`src/rtl/hex_io_mux_pkg.sv`:
```
// Shared constants and types for the IO-mapped multiplexed hex display.
// Register offsets, CTRL bit positions, blank pattern and IO window helper.
package hex_io_mux_pkg;

  localparam logic [3:0] OFF_DATA_LO = 4'd0;
  localparam logic [3:0] OFF_DATA_HI = 4'd1;
  localparam logic [3:0] OFF_CTRL    = 4'd2;

  localparam int CTRL_BLINK = 8;
  localparam int CTRL_MODE  = 9;
  localparam int CTRL_W     = 10;

  localparam logic [6:0] SEG_OFF   = 7'h7F;
  localparam int         IO_WINDOW = 16;

  typedef struct packed {
    logic       mode;
    logic       blink;
    logic [7:0] blank;
  } ctrl_t;

  // Widened compare so a window near the top of the page does not wrap.
  function automatic logic in_window(input logic [7:0] addr, input logic [7:0] base);
    logic [8:0] diff;
    diff = {1'b0, addr} - {1'b0, base};
    return (addr >= base) && (diff < 9'(IO_WINDOW));
  endfunction

endpackage

```
`src/rtl/hex_io_mux_if.sv`:
```
// IO bus bundle between the CPU-side IO decoder and an IO peripheral.
interface hex_io_mux_if;
  logic        i_IO_we;
  logic        i_IO_re;
  logic [7:0]  i_IO_addr;
  logic [15:0] i_IO_data;
  logic [15:0] o_IO_data;
  logic        o_IO_hit;

  modport master (
    output i_IO_we, i_IO_re, i_IO_addr, i_IO_data,
    input  o_IO_data, o_IO_hit
  );

  modport slave (
    input  i_IO_we, i_IO_re, i_IO_addr, i_IO_data,
    output o_IO_data, o_IO_hit
  );
endinterface

```
`src/rtl/hex_io_mux_seg7.sv`:
```
// Combinational hex nibble to active-low 7-segment decoder (bit0=a .. bit6=g).
module hex_seg7
  import hex_io_mux_pkg::*;
(
  input  logic [3:0] nibble,
  output logic [6:0] seg
);
  always_comb begin
    seg = SEG_OFF;
    case (nibble)
      4'h0: seg = 7'h40;
      4'h1: seg = 7'h79;
      4'h2: seg = 7'h24;
      4'h3: seg = 7'h30;
      4'h4: seg = 7'h19;
      4'h5: seg = 7'h12;
      4'h6: seg = 7'h02;
      4'h7: seg = 7'h78;
      4'h8: seg = 7'h00;
      4'h9: seg = 7'h10;
      4'hA: seg = 7'h08;
      4'hB: seg = 7'h03;
      4'hC: seg = 7'h46;
      4'hD: seg = 7'h21;
      4'hE: seg = 7'h06;
      4'hF: seg = 7'h0E;
      default: seg = SEG_OFF;
    endcase
  end
endmodule

```
`src/rtl/hex_io_mux.sv`:
```
// IO-mapped hex display: up to 8 digit registers, time-multiplexed scan, blank/blink, readback.
// Optional HEX_STATIC_OUT_EN adds o_hex with all digits decoded in parallel.
module hex_io_mux
  import hex_io_mux_pkg::*;
#(
  parameter int         NUM_DIGITS = 4,
  parameter logic [7:0] BASE_ADDR  = 8'h80,
  parameter int         SCAN_DIV   = 50000,
  parameter int         BLINK_DIV  = 64
) (
  input  logic                  clk,
  input  logic                  reset,
  hex_io_mux_if.slave           bus,
  input  logic [15:0]           i_RAM_data,
  output logic [6:0]            o_seg,
  output logic [NUM_DIGITS-1:0] o_dig_sel
`ifdef HEX_STATIC_OUT_EN
  , output logic [7*NUM_DIGITS-1:0] o_hex
`endif
);

  localparam int IDX_W = (NUM_DIGITS > 1) ? $clog2(NUM_DIGITS) : 1;
  localparam int PRE_W = $clog2(SCAN_DIV);
  localparam int BLK_W = (BLINK_DIV > 1) ? $clog2(BLINK_DIV) : 1;

  logic [15:0]           data_lo_reg;
  logic [15:0]           data_hi_reg;
  ctrl_t                 ctrl_reg;
  logic [PRE_W-1:0]      pre_reg;
  logic [IDX_W-1:0]      idx_reg;
  logic [BLK_W-1:0]      blk_cnt_reg;
  logic                  blink_phase_reg;
  logic [15:0]           rdata_reg;
  logic                  hit_reg;
  logic [6:0]            seg_reg;
  logic [NUM_DIGITS-1:0] dig_sel_reg;

  logic        hit;
  logic        wr_en;
  logic        rd_en;
  logic        tick;
  logic [3:0]  off;
  logic [15:0] rd_val;
  logic [15:0] shown_lo;

  assign hit   = in_window(bus.i_IO_addr, BASE_ADDR);
  assign off   = 4'(bus.i_IO_addr - BASE_ADDR);
  assign wr_en = hit & bus.i_IO_we;
  assign rd_en = hit & bus.i_IO_re;
  assign tick  = (pre_reg == PRE_W'(SCAN_DIV - 1));

  always_comb begin
    rd_val = '0;
    case (off)
      OFF_DATA_LO: rd_val = data_lo_reg;
      OFF_DATA_HI: rd_val = data_hi_reg;
      OFF_CTRL:    rd_val = {{(16 - CTRL_W){1'b0}}, ctrl_reg};
      default:     rd_val = '0;
    endcase
  end

  // Readback samples the pre-write value, so a same-cycle write/read returns old data.
  always_ff @(posedge clk) begin
    if (reset) begin
      data_lo_reg <= '0;
      data_hi_reg <= '0;
      ctrl_reg    <= '0;
      rdata_reg   <= '0;
      hit_reg     <= 1'b0;
    end else begin
      if (wr_en) begin
        case (off)
          OFF_DATA_LO: data_lo_reg <= bus.i_IO_data;
          OFF_DATA_HI: data_hi_reg <= bus.i_IO_data;
          OFF_CTRL:    ctrl_reg    <= ctrl_t'(bus.i_IO_data[CTRL_W-1:0]);
          default: ;
        endcase
      end
      hit_reg <= rd_en;
      if (rd_en) rdata_reg <= rd_val;
    end
  end

  assign bus.o_IO_data = rdata_reg;
  assign bus.o_IO_hit  = hit_reg;

  always_ff @(posedge clk) begin
    if (reset) begin
      pre_reg         <= '0;
      idx_reg         <= '0;
      blk_cnt_reg     <= '0;
      blink_phase_reg <= 1'b0;
    end else begin
      pre_reg <= tick ? '0 : pre_reg + PRE_W'(1);
      if (tick) idx_reg <= (idx_reg == IDX_W'(NUM_DIGITS - 1)) ? '0 : idx_reg + IDX_W'(1);
      if (!ctrl_reg.blink) begin
        blk_cnt_reg     <= '0;
        blink_phase_reg <= 1'b0;
      end else if (tick) begin
        if (blk_cnt_reg == BLK_W'(BLINK_DIV - 1)) begin
          blk_cnt_reg     <= '0;
          blink_phase_reg <= ~blink_phase_reg;
        end else begin
          blk_cnt_reg <= blk_cnt_reg + BLK_W'(1);
        end
      end
    end
  end

  // Live mode substitutes the RAM word only for the low four digits.
  assign shown_lo = ctrl_reg.mode ? i_RAM_data : data_lo_reg;

  logic [3:0] nib  [NUM_DIGITS];
  logic       dark [NUM_DIGITS];

  for (genvar gi = 0; gi < NUM_DIGITS; gi++) begin : g_digit
    if (gi < 4) begin : g_lo
      assign nib[gi] = shown_lo[4*gi +: 4];
    end else begin : g_hi
      assign nib[gi] = data_hi_reg[4*(gi-4) +: 4];
    end
    assign dark[gi] = ctrl_reg.blank[gi] | (ctrl_reg.blink & blink_phase_reg);
  end

  logic [3:0]            sel_nib;
  logic                  sel_dark;
  logic [6:0]            sel_seg;
  logic [NUM_DIGITS-1:0] dig_sel_next;

  always_comb begin
    sel_nib      = '0;
    sel_dark     = 1'b0;
    dig_sel_next = '1;
    for (int i = 0; i < NUM_DIGITS; i++) begin
      if (idx_reg == IDX_W'(i)) begin
        sel_nib         = nib[i];
        sel_dark        = dark[i];
        dig_sel_next[i] = 1'b0;
      end
    end
  end

  hex_seg7 u_mux_dec (
    .nibble (sel_nib),
    .seg    (sel_seg)
  );

  always_ff @(posedge clk) begin
    if (reset) begin
      seg_reg     <= SEG_OFF;
      dig_sel_reg <= '1;
    end else begin
      seg_reg     <= sel_dark ? SEG_OFF : sel_seg;
      dig_sel_reg <= dig_sel_next;
    end
  end

  assign o_seg     = seg_reg;
  assign o_dig_sel = dig_sel_reg;

`ifdef HEX_STATIC_OUT_EN
  logic [7*NUM_DIGITS-1:0] hex_reg;
  logic [7*NUM_DIGITS-1:0] hex_next;

  for (genvar gi = 0; gi < NUM_DIGITS; gi++) begin : g_static
    logic [6:0] dig_seg;
    hex_seg7 u_dec (
      .nibble (nib[gi]),
      .seg    (dig_seg)
    );
    assign hex_next[7*gi +: 7] = dark[gi] ? SEG_OFF : dig_seg;
  end

  always_ff @(posedge clk) begin
    if (reset) hex_reg <= '1;
    else       hex_reg <= hex_next;
  end

  assign o_hex = hex_reg;
`endif

endmodule
```
`src/flat_wrapper.sv`:
```
// flat-port wrapper written by rule: the top's interface ports become plain ports
module hex_io_mux_flat import hex_io_mux_pkg::*;
#(
  parameter int         NUM_DIGITS = 4,
  parameter logic [7:0] BASE_ADDR  = 8'h80,
  parameter int         SCAN_DIV   = 50000,
  parameter int         BLINK_DIV  = 64
)
  (clk, reset, i_RAM_data, o_seg, o_dig_sel, bus_i_IO_we, bus_i_IO_re, bus_i_IO_addr, bus_i_IO_data, bus_o_IO_data, bus_o_IO_hit);
  hex_io_mux_if bus_i ();
  input  logic clk;
  input  logic reset;
  input  logic [15:0] i_RAM_data;
  output logic [6:0] o_seg;
  output logic [NUM_DIGITS-1:0] o_dig_sel;
  input wire logic [$bits(bus_i.i_IO_we)-1:0] bus_i_IO_we;
  input wire logic [$bits(bus_i.i_IO_re)-1:0] bus_i_IO_re;
  input wire logic [$bits(bus_i.i_IO_addr)-1:0] bus_i_IO_addr;
  input wire logic [$bits(bus_i.i_IO_data)-1:0] bus_i_IO_data;
  output wire logic [$bits(bus_i.o_IO_data)-1:0] bus_o_IO_data;
  output wire logic [$bits(bus_i.o_IO_hit)-1:0] bus_o_IO_hit;
  assign bus_i.i_IO_we = bus_i_IO_we;
  assign bus_i.i_IO_re = bus_i_IO_re;
  assign bus_i.i_IO_addr = bus_i_IO_addr;
  assign bus_i.i_IO_data = bus_i_IO_data;
  assign bus_o_IO_data = bus_i.o_IO_data;
  assign bus_o_IO_hit = bus_i.o_IO_hit;
  hex_io_mux #(.NUM_DIGITS(NUM_DIGITS), .BASE_ADDR(BASE_ADDR), .SCAN_DIV(SCAN_DIV), .BLINK_DIV(BLINK_DIV)) u_core (.clk(clk), .reset(reset), .bus(bus_i), .i_RAM_data(i_RAM_data), .o_seg(o_seg), .o_dig_sel(o_dig_sel));
endmodule
```
`config.mk`:
```
export PLATFORM = sky130hd
export DESIGN_NAME = hex_io_mux_flat
export DESIGN_NICKNAME = d
export VERILOG_FILES = /design/src/rtl/hex_io_mux_pkg.sv /design/src/rtl/hex_io_mux_if.sv /design/src/rtl/hex_io_mux_seg7.sv /design/src/rtl/hex_io_mux.sv /design/src/flat_wrapper.sv
export SDC_FILE = /design/constraint.sdc
export NUM_CORES = 1
export LEC_CHECK = 0
export CORE_UTILIZATION = 30
export CTS_BUF_LIST = sky130_fd_sc_hd__clkbuf_4
export CTS_CLUSTER_DIAMETER = 100
export DETAILED_ROUTE_END_ITERATION = 16
export DONT_BUFFER_PORTS = 1
export PLACE_DENSITY = 0.52
export SLEW_MARGIN = 20
export SYNTH_ARGS = -nofsm -noshare
export SYNTH_HDL_FRONTEND = slang
export SYNTH_SLANG_ARGS = --single-unit
```
`constraint.sdc`:
```
create_clock -name clk -period 2.6 [get_ports clk]
set_input_delay 0.13 -clock clk [delete_from_list [all_inputs] [get_ports clk]]
set_output_delay 0.13 -clock clk [all_outputs]
set_load 0.01 [all_outputs]
```
* Yosys cells after proc, flatten, opt, wreduce, memory -nomap -nowiden
Memories as Yosys holds them, arrays and structs flattened. A register that Yosys moved wholly into a read port is not among the register bits.
Index checks and enable logic that the tools add are counted.
Widths: inputs -> output; s select.
** Storage, ports and cells
- Flip-flop bits (word level) :: 88
- Bits in read-only memories :: 112
- Input port bits :: 44
- Output and inout port bits :: 28
- Word-level logic and storage cells :: 62
- Memories :: 1
** Operators by class
- Add/subtract/negate cells :: 5
- $lt $le $gt $ge :: 2
- Equal/unequal tests :: 7
- Multiplexer cells :: 16
- Bitwise gates (word level) :: 9
- Reduce and logical (&&, ||, !) cells :: 10
** Memories
- (no name shown) :: words 16, width 7, read ports 1, clocked after memory_dff 1, wr ports 0, line hex_io_mux_seg7.sv:10 : case (nibble)
** Operators by type and width (number)
- $pmux 16 s3 :: 1
- $add 16x1->16 const B :: 1
- $eq 16x16->1 const B :: 1
- $mux 16 :: 1
- $mux 4 :: 4
- $lt 9x5->1 const B :: 1
- $sub 8x8->9 const B :: 1
- $ge 8x8->1 const B :: 1
- $mux 1 :: 8
- $reduce_and 2->1 :: 4
- $add 6x1->6 const B :: 1
- $eq 6x6->1 const B :: 1
- $mux 6 :: 1
- $reduce_or 2->1 :: 3
- $eq 2x2->1 const B :: 2
- $eq 4x1->1 const B :: 1
- $eq 4x2->1 const B :: 1
- $logic_not 4->1 :: 1
- $or 1x1->1 :: 4
- $sub 4x1->4 const B :: 1
- $and 1x1->1 :: 3
- $add 2x1->2 const B :: 1
- $eq 2x1->1 const B :: 1
- $logic_not 2->1 :: 1
- 3 further kinds :: 4

* Logic depth before layout (Yosys ltp)
- Depth in word-level cells :: 7
- Gate-level depth with buffers :: 12
- Gate-level depth less buffers :: 12

* Hierarchy
A second synthesis with hierarchy kept.
** Unflattened totals
- Cells, all modules :: 468
- Area total of the unflattened synthesis :: 4428.0 µm²
** Modules (own cells, without submodules)
- hex_io_mux :: times used 1, cells each 433, area an instance 4156.5 µm², sequential area each 1901.8 µm²
- hex_seg7 :: times used 1, cells each 35, area an instance 271.5 µm², sequential area each 0.0 µm²

* Least setup slack after synthesis
Ideal clock, no wire load.
- Path type :: flip-flop to flip-flop
- From :: reg u_core.idx_reg[1]
- To :: reg u_core.seg_reg[3], in the netlist u_core.o_seg[3]
- Setup time :: 0.146 ns
- Arrival :: 2.320 ns
- Data required time :: 2.454 ns
- Setup slack :: 0.135 ns
- Stages on the path, launching flop included :: 13
- Buffers on the path :: 0
- Period minus slack after synthesis :: 2.465 ns
- Cell sequence :: dfxtp_1 -> inv_1 -> ha_1 -> nand2b_1 -> o22ai_1 -> nor2_1 -> a221oi_2 -> inv_1 -> ha_1 -> inv_1 -> mux4_2 -> inv_1 -> nand2_1
** On the way
- Longest elaborated chain between the ends :: 6
- Elaborated cells on any way between the ends :: 13
- Those cells by class :: 3 x eq/ne; 8 x mux; 2 x reduce/logical
** Ends and longest elaborated chain
- start: declaration :: line hex_io_mux.sv:30 : logic [IDX_W-1:0] idx_reg;
- start signal: assignment :: line hex_io_mux.sv:95 : if (tick) idx_reg <= (idx_reg == IDX_W'(NUM_DIGITS - 1)) ? '0 : idx_reg + IDX_W'(1);
- $logic_not 2->1 :: line hex_io_mux.sv:135 : if (idx_reg == IDX_W'(i)) begin
- $mux 1 (4 in a row) :: line hex_io_mux.sv:135
- $reduce_or 2->1 (no source line)
- end: declaration :: line hex_io_mux.sv:35 : logic [6:0] seg_reg;
Several ways; a longest one is shown, not always the timed one.
A chain may end at the register's enable or synchronous reset.

* Final worst setup path
Ends and elaborated chain as after synthesis.

==> summary.md <==
| Metric | Value |
|---|---|
| Vias/cell | `5.006` |
| Outcome | `complete, no violations` |
| Slew Limit Fails | `0` |
| Setup WS pre-CTS | `125.9 ps` |
| Port Buffers | `0` |
| Reg2reg end | `u_core.o_seg[3]$_SDFF_PP1_` |
| Most frequent cells in the layout | `dfxtp_1, nand2_1, a21oi_1` |
| Crit path from | `u_core.idx_reg[1]$_SDFFE_PP0P_` |
| Share of the yosys chip area belonging to registers | `roughly 45%` |
| Finished Layout Cells | `701` |
| End of the critical path | `u_core.o_seg[3]$_SDFF_PP1_` |
| RSZ-0062 raised after global routing | `no` |
| Share of cells above drive strength 1 | `a little over 8%` |
| Die width | `121.2 um` |
| Clock root buffer | `clkbuf_4` |
| Largest net degree at the start of global routing | `68` |
| DRC errors left | `0` |
| Initial antenna violation count | `0` |
| ANT cells | `0` |
| Seq cells post-synth | `95` |
| Setup violators final | `0` |
| Core area | `between 10000 and 15000 um2` |
| Initial DRC count | `around 380` |
| Final ANT Viol Nets | `0` |
| Clock skew | `27.79 ps` |
| Largest fanout on the critical path | `4` |
| Period utilization | `93.05%` |
| Worst Path Required | `~3000 ps` |
| Clk pin slew, worst setup/hold paths | `160 ps` |
| Vias in the first global route | `3321` |
| Wirelength, routed | `about 11000 um` |
| Flop-to-flop setup slack | `180 ps` |
| Placed Cells | `661` |
| Worst Path Arrival | `around 2800 ps` |
| Synth Net Count | `around 560` |
| Gr busiest metal | `met2` |
| Yosys warnings | `0` |
| Die area | `14700 um2` |
| PwrDens | `between 500 and 600 nW/um2` |
| Drt pass-1 iters | `5` |
| Ys async rst share | `0%` |
| RR Startpoint | `u_core.idx_reg[1]$_SDFFE_PP0P_` |
| Fmax | `413.3 MHz` |
| Fin worst setup slack | `roughly 180 ps` |
| Average routed wire per standard cell | `approximately 15 um` |
| Chip Height | `between 100 and 150 um` |
| Total I/O pin count | `~70` |
| Skew-Pair Late Insertion Delay | `~480 ps` |
| Max-cap viol count | `0` |
| CP Capture Type | `flip-flop` |
| Syn Area/Cell | `8.548 um2` |
| Sink Count | `95` |
| Max VDD drop | `~0.25 mV` |
| Total Neg Setup Slack | `0 ps` |
| Setup crit start kind | `flip-flop` |
| Gp weighted congestion | `around 0.81` |
| Post-synth cell types | `48` |
| Global Route met3 Usage | `5.357%` |
| Minimum clock period | `2419 ps` |
| Worst slew pin tran | `between 800 and 900 ps` |
| First-pass GRT wire length | `17220 um` |
| Leak | `around 1.6 nW` |
| Met2 global-route usage | `23.29%` |
| Starting density of the core | `30.73%` |
| H-tree lvl count | `3` |
| R2R depth | `12` |
| Met1 Resource Use GR | `20.07%` |
| Total Routing Usage GR | `15.23%` |
| Crit Path Class | `reg2reg` |
| Post-synthesis cell count | `499` |
| Post-DP HPWL | `7467 um` |
| Post-CTS setup buffer count | `0` |
| Netlist Area Pre-Place | `roughly 4300 um2` |
| CTS buffer count | `9` |
| Final Hold Fails | `0` |
| TritonCTS clock tree | `done` |
| Post-synth EDFFs | `0` |
| GRT overflow | `0` |
| Max Root-Sink Buffers | `2` |
| P&R area growth vs syn | `14.84%` |
| Nets | `roughly 570` |
| Hold Crit Class | `in2reg` |
| Vias after detailed routing | `3509` |
| Worst slew margin | `41.70%` |
| Core Rows | `43` |
| Commonest non-fill, non-tap cell in the layout | `dfxtp_1` |
| Most common flop cell mapped by yosys | `dfxtp_1` |
==> critical path, stage by stage, from the launching register on <==
cell      delay (ps)
dfxtp_2          380
inv_1             60
ha_1             200
nand2b_1         190
o22ai_1          200
nor2_1            80
a221oi_2         210
inv_1            120
ha_1             320
inv_1             40
mux4_2           440
inv_1             60
nand2_1           40
==> cells by family (layout without fill, tap and decap cells) <==
kind of cell / after synthesis / count (layout) / synth area share (%)
compound gates: 111 / 111 / 16.05
buf+inv: 39 / 61 / 4.136
mux: 22 / 22 / 5.456
flops: 95 / 95 / 44.59
xor+xnor: 16 / 16 / 3.286
simple gates: 204 / 204 / 22.97
fa+ha+maj: 12 / 12 / 3.520
==> cells in the mapped netlist (3+ instances only) <==
| cell | number | area [um2] |
|---|---|---|
| dfxtp_1 | 95 | 1902 |
| nand2_1 | 91 | 341.6 |
| a21oi_1 | 68 | 340.3 |
| nor2_1 | 55 | 206.5 |
| mux2i_1 | 21 | 210.2 |
| nand3_1 | 16 | 80.08 |
| clkbuf_1 | 13 | 48.80 |
| xor2_1 | 13 | 113.9 |
| buf_2 | 12 | 60.06 |
| ha_1 | 12 | 150.1 |
| inv_1 | 11 | 41.29 |
| a222oi_1 | 10 | 100.1 |
| a22oi_1 | 9 | 67.56 |
| nand2b_1 | 7 | 43.79 |
| and3_1 | 6 | 37.54 |
| o22ai_1 | 5 | 31.28 |
| nand4_1 | 4 | 25.02 |
| o21ai_0 | 4 | 20.02 |
| nor3_1 | 3 | 15.01 |
| o21ai_1 | 3 | 15.01 |
| or3_1 | 3 | 18.77 |
| xnor2_1 | 3 | 26.28 |
==> worst min path at each step <==
stage                startpoint                                  to  slack (ps)  cells after the start
6_report                  reset        u_core.pre_reg[1]$_SDFF_PP0_          40                      2
5_1_grt                   reset       u_core.pre_reg[14]$_SDFF_PP0_          20                      2
4_1_cts                   reset        u_core.pre_reg[1]$_SDFF_PP0_           1                      2
3_5_place_dp              reset  u_core.data_lo_reg[2]$_SDFFE_PP0P_         220                      1
3_3_place_gp              reset  u_core.data_hi_reg[2]$_SDFFE_PP0P_         220                      1
2_1_floorplan  bus_i_IO_data[0]  u_core.data_hi_reg[0]$_SDFFE_PP0P_         270                      2
==> layer usage <==
layer	part of all wire [%]	routed length (um)
met3	5.9	634
met1	46	4933
met4	1.0	112
met5	0	0
met2	47	5038
==> where the power goes <==
group	leakage (nW)	switching [mW]	total, mW	internal (mW)
Sequential	0.769	0.0108	1.48	1.47
Clock	0.0973	0.507	1.02	0.510
Combinational	0.772	0.0512	0.0923	0.0411
==> area by class of cell <==
| type | instances | area [um2] |
|---|---|---|
| timing repair buffer | 34 | 345.3 |
| tap | 180 | 225.2 |
| sequential | 95 | 1903 |
| fill | 1437 | 8982 |
| multi-input combinational | 365 | 2195 |
| clock inverter | 5 | 106.4 |
| clock buffer | 11 | 82.58 |
| inverter | 11 | 41.29 |
==> through the flow <==
stage | util [%] | cell area, um2 | hold slack [ps] | power, mW
3_5_place_dp | 32.05 | 4449 | 221.9 | 1.553
3_3_place_gp | 32.05 | 4449 | 221.0 | 1.552
2_1_floorplan | - | 4265 | 266.0 | 1.553
6_report | 35.29 | 4898 | 38.57 | 2.587
4_1_cts | 35.27 | 4896 | 1.353 | 2.635
5_1_grt | 35.29 | 4898 | 22.47 | 2.708
==> timing repair <==
item	4_1_cts	5_1_grt
hold buffers	24	0
setup endpoints to repair	0	1
resized for setup	0	2
endpoints found under the hold margin	77	0
Power figures use the tool's default switching activity.
